$ cat config.mk
export PLATFORM = sky130hd
export DESIGN_NAME = share_encoder
export DESIGN_NICKNAME = d
export VERILOG_FILES = /design/src/rtl/share_encoder.sv
export SDC_FILE = /design/constraint.sdc
export NUM_CORES = 1
export LEC_CHECK = 0
export CAP_MARGIN = 0
export CELL_PAD_IN_SITES_DETAIL_PLACEMENT = 1
export CELL_PAD_IN_SITES_GLOBAL_PLACEMENT = 2
export CORE_MARGIN = 1
export CORE_UTILIZATION = 32
export CTS_CLUSTER_DIAMETER = 200
export DETAILED_ROUTE_END_ITERATION = 10
export GPL_ROUTABILITY_DRIVEN = 0
export PLACE_DENSITY_LB_ADDON = 0.3
export SKIP_CTS_REPAIR_TIMING = 1
export SLEW_MARGIN = 20
export SYNTH_ARGS = -nofsm -noshare
export SYNTH_HDL_FRONTEND = slang
export SYNTH_SLANG_ARGS = --single-unit
$ cat constraint.sdc
create_clock -name clk -period 1.8 [get_ports clk]
set_clock_uncertainty 0.15 [all_clocks]
set_input_delay 0.27 -clock clk [delete_from_list [all_inputs] [get_ports clk]]
set_output_delay 0.27 -clock clk [all_outputs]
set_load 0.1 [all_outputs]
$ cat src/rtl/share_encoder.sv
// share_encoder: splits x into D Boolean shares, folding in one rin chunk per cycle.
// Optional recombination self-check enabled by SHARE_ENCODER_SELFCHECK_EN.
module share_encoder #(
  parameter int D = 3,
  parameter int W = 8
) (
  input  logic               clk,
  input  logic               rst_n,
  input  logic               EncEnable,
  input  logic [W-1:0]       x,
  input  logic [(D-1)*W-1:0] rin,
  output logic [D*W-1:0]     share_out,
  output logic               EncDone,
  output logic               check_err
);

  localparam int CW = (D > 2) ? $clog2(D) : 1;

  typedef enum logic {IDLE, ACC} state_e;

  state_e               state_q, state_d;
  logic [CW-1:0]        cnt_q, cnt_d;
  logic [W-1:0]         acc_q, acc_d;
  logic [(D-1)*W-1:0]   rand_q, rand_d;
  logic [D*W-1:0]       share_q, share_d;
  logic                 done_q, done_d;
  logic [W-1:0]         chunk;
  logic [W-1:0]         acc_nx;
  logic                 last;

  // Select the single randomness chunk addressed by the step counter
  always_comb begin
    chunk = '0;
    for (int j = 0; j < D-1; j++) begin
      if (cnt_q == CW'(j)) chunk = rand_q[j*W +: W];
    end
  end

  assign acc_nx = acc_q ^ chunk;
  assign last   = (cnt_q == CW'(D-2));

  // Next-state and output logic: load, one XOR per step, abort or publish
  always_comb begin
    state_d = state_q;
    cnt_d   = cnt_q;
    acc_d   = acc_q;
    rand_d  = rand_q;
    share_d = share_q;
    done_d  = 1'b0;
    unique case (state_q)
      IDLE: begin
        if (EncEnable) begin
          acc_d   = x;
          rand_d  = rin;
          cnt_d   = '0;
          state_d = ACC;
        end else begin
          share_d = '0;
        end
      end
      ACC: begin
        if (!EncEnable) begin
          state_d = IDLE;
          share_d = '0;
        end else begin
          acc_d = acc_nx;
          cnt_d = cnt_q + 1'b1;
          if (last) begin
            share_d = {acc_nx, rand_q};
            done_d  = 1'b1;
            state_d = IDLE;
          end
        end
      end
      default: state_d = IDLE;
    endcase
  end

  // State and datapath registers
  always_ff @(posedge clk or negedge rst_n) begin
    if (!rst_n) begin
      state_q <= IDLE;
      cnt_q   <= '0;
      acc_q   <= '0;
      rand_q  <= '0;
      share_q <= '0;
      done_q  <= 1'b0;
    end else begin
      state_q <= state_d;
      cnt_q   <= cnt_d;
      acc_q   <= acc_d;
      rand_q  <= rand_d;
      share_q <= share_d;
      done_q  <= done_d;
    end
  end

  assign share_out = share_q;
  assign EncDone   = done_q;

`ifdef SHARE_ENCODER_SELFCHECK_EN
  logic [W-1:0] x_q;
  logic [W-1:0] recomb;
  logic         err_q, err_d;

  // Recombine the shares about to be published
  always_comb begin
    recomb = '0;
    for (int i = 0; i < D; i++) begin
      recomb = recomb ^ share_d[i*W +: W];
    end
    err_d = done_d && (recomb != x_q);
  end

  // Keep the loaded plaintext and the mismatch flag
  always_ff @(posedge clk or negedge rst_n) begin
    if (!rst_n) begin
      x_q   <= '0;
      err_q <= 1'b0;
    end else begin
      if (state_q == IDLE && EncEnable) x_q <= x;
      err_q <= err_d;
    end
  end

  assign check_err = err_q;
`else
  assign check_err = 1'b0;
`endif

endmodule

==> results.yml <==
setup_path:
  path_class: "reg -> reg"
  critPathMaxFanout: 10
  worstPathArrival_ns: 1.65
  critPathRequiredTime_ns: 1.84
  start_kind: "flop"
  critPathCaptureType: "flop"
sta:
  setup_viol: 0
  fmax_mhz: 622.0
  report.final.slew_viol_count: 0
  finalWorstSetupSlack_ns: 0.1922
  finalCritPeriodShare_pct: 89.32
  fin_crit_ns: 1.608
  rsz0062_at_grt: "false"
  timing.hold.ws_ns: 0.3336
  hold_viol: 0
logic_synthesis:
  yosysWarnings: 0
  synthFlopType: "dfrtp_1"
  ys_types: 28
  synth_fa_ha_area_share_pct: 0.9671
  synthCells: 239
  synth-edff-count: 0
  synthMuxAreaShare_pct: 7.350
  yosysTopAreaCellShare_pct: 50.29
  synthXorXnorAreaFrac_pct: 2.708
  synth_top_family_by_area: "simple AND/OR/NAND/NOR gates"
  yosys.area_share.simple_pct: 15.91
  ys_seq_elements: 52
  syn_nets: 268
  synth_area_per_cell_um2: 10.83
  netlist_area_mm2: 0.002587
  synth_compound_area_share_pct: 15.67
  synthArstFlopShare_pct: 100.0
  yosysSeqAreaShare_pct: 50.29
  yosys.area.top_type: "dfrtp_1"
  synth.top_cells.by_area: "dfrtp_1 (50%), nand2_1 (6.7%), buf_6 (4.4%)"
clock_network:
  htree_levels: 2
  cts_sinks: 52
  clk_pin_slew_ns: 0.09
  clockRootBuffer: "clkbuf_8"
  cts_made_buffers: 5
  cts.path.max_buffers: 2
  cts_tree: "built"
  clk_latency_ns: 0.31
floorplanning:
  core.rowCount: 32
  coreArea_mm2: 0.007767
  die_w_um: 91.92
  die_y_um: 91.92
  start_util_pct: 33.31
  num_io_pins: 53
  die-area_mm2: 0.008449
drt:
  dr.pass1.iters: 4
  routed_wl_um: 6348
  ant_nets: 0
  routed.top_layer: "met4"
  wire_per_inst_um: 16.11
  dr_wl_met2_um: 3093
  drt_iter0_markers: 49
  vias_per_cell: 4.995
  wl_met1_um: 2962
  route.met3.wl_um: 223
  drc: 0
  vias: 1968
global_route:
  antenna_found_initial: 0
  grt_pass1_vias: 2104
  grt_pass1_wl_um: 10760
  grt.total_usage_pct: 16.53
  overflow: 0
  grt_max_degree: 53
finish:
  fill_cells: 851
  drive_gt1_share_pct: 18.84
  fin_area_mm2: 0.003535
  area_delta_synth_final_pct: 36.61
  post-route-util_pct: 45.51
  n_antenna_cell: 0
  final_nets: 321
power:
  fin_total_pwr_uw: 3351
  vdd_drop_max_mv: 0.5206
  powerDensity_mw_per_mm2: 948.0
  p_leak_uw: 0.001516
place:
  pre_cts_slack_ns: -0.006745
  place_area_mm2: 0.003428
  dp_hpwl_um: 4451
  port_buffers: 51
job:
  maxCapViolCount: 0
outcome:
  status: "complete, no violations"
worst_hold_path:
  hold_path_class: "in -> async"
==> power breakdown <==
group          total [uW]  internal [uW]  switching (uW)  leakage [uW]
Clock                 725            343             382     0.0000503
Sequential           1520           1320             207      0.000656
Combinational        1100            480             620      0.000811
==> kinds of logic (layout without fill, tap and decap cells) <==
family,count (synthesis),after routing
other,1,1
XOR/XNOR,8,8
flip-flops,52,52
buffers and inverters,22,75
AND/OR/NAND/NOR,86,86
AO/OA/AOI/OAI,51,51
adder cells (fa/ha/maj),2,2
multiplexers,17,17
==> state kept, by name, indices dropped and copies added (netlist names) <==
name       count
rand_q        16
cnt_q          2
EncDone        1
share_out     24
acc_q          8
state_q        1
==> path summary, 6_finish.rpt <==
check	slack, ns	from	to	cells past startpoint
worst min-delay path	0.33	rst_n	share_out[16]	3
worst max-delay path	0.19	cnt_q[0]	acc_q[1]	5
worst min register to register	0.41	cnt_q[1]	cnt_q[1]	2
worst max register to register	0.19	cnt_q[0]	acc_q[1]	5
min in group clk	0.40	rin[5]	rand_q[5]	2
max in group asynchronous	0.92	rst_n	acc_q[6]	3
==> metrics by stage <==
stage          setup TNS, ns  cells
2_1_floorplan              0    239
3_3_place_gp               0    386
3_5_place_dp        -0.01422    386
4_1_cts                    0    393
5_1_grt                    0    394
6_report                   0    394
==> critical path: stages (launching register included) <==
cell	delay, ns
dfrtp_1	0.39
ha_1	0.24
buf_4	0.19
nand4b_1	0.10
a31oi_1	0.10
a311o_1	0.33
==> metal layers <==
metal	global-route usage [%]	vias to the layer above
li1	-	935
met1	22.74	982
met2	26.18	47
met3	3.483	4
met4	4.818	0
met5	0	-
==> cell usage in the layout, fill, tap and decap left out <==
cell type        instances
ha_1                     2
dfrtp_1                 52
a311o_1                  8
conb_1                   1
nand2_1                 46
a21boi_0                 2
and2_1                   2
nand4b_1                 8
a21oi_1                  2
buf_2                    1
xnor2_1                  8
a221oi_1                 8
nand2b_1                 8
dlygate4sd3_1            1
mux2_2                   6
o211a_1                  6
a21boi_1                14
a31oi_1                  8
mux2_1                  10
and3_1                   1
buf_12                  27
clkdlybuf4s50_1         25
nor2_1                  16
nor2b_1                  2
mux2i_1                  1
clkbuf_8                 7
nand2_4                  2
buf_4                   12
nand3_1                  1
o21ai_1                  3
inv_1                    2
==> cell type report <==
class / instances / area, um^2 / share of cell area (%)
flip-flops and latches: 52 / 1301 / 36.81
inverters: 2 / 7.507 / 0.2124
clock buffers: 7 / 96.34 / 2.726
well taps: 102 / 127.6 / 3.611
repair buffers: 66 / 895.9 / 25.35
multi-input cells: 165 / 1106 / 31.29
==> synthesized netlist by cell type, types with 3 or more instances <==
cell      number
mux2_1        10
xnor2_1        8
dfrtp_1       52
nand2_1       46
nor2_1        16
o21ai_1        3
buf_2          6
mux2_2         6
a21boi_1      14
o211a_1        6
a31oi_1        8
nand4b_1       8
a311o_1        8
a221oi_1       8
nand2b_1       8
buf_4          4
buf_6         10
Note: power is estimated with default switching activity, not from simulation.
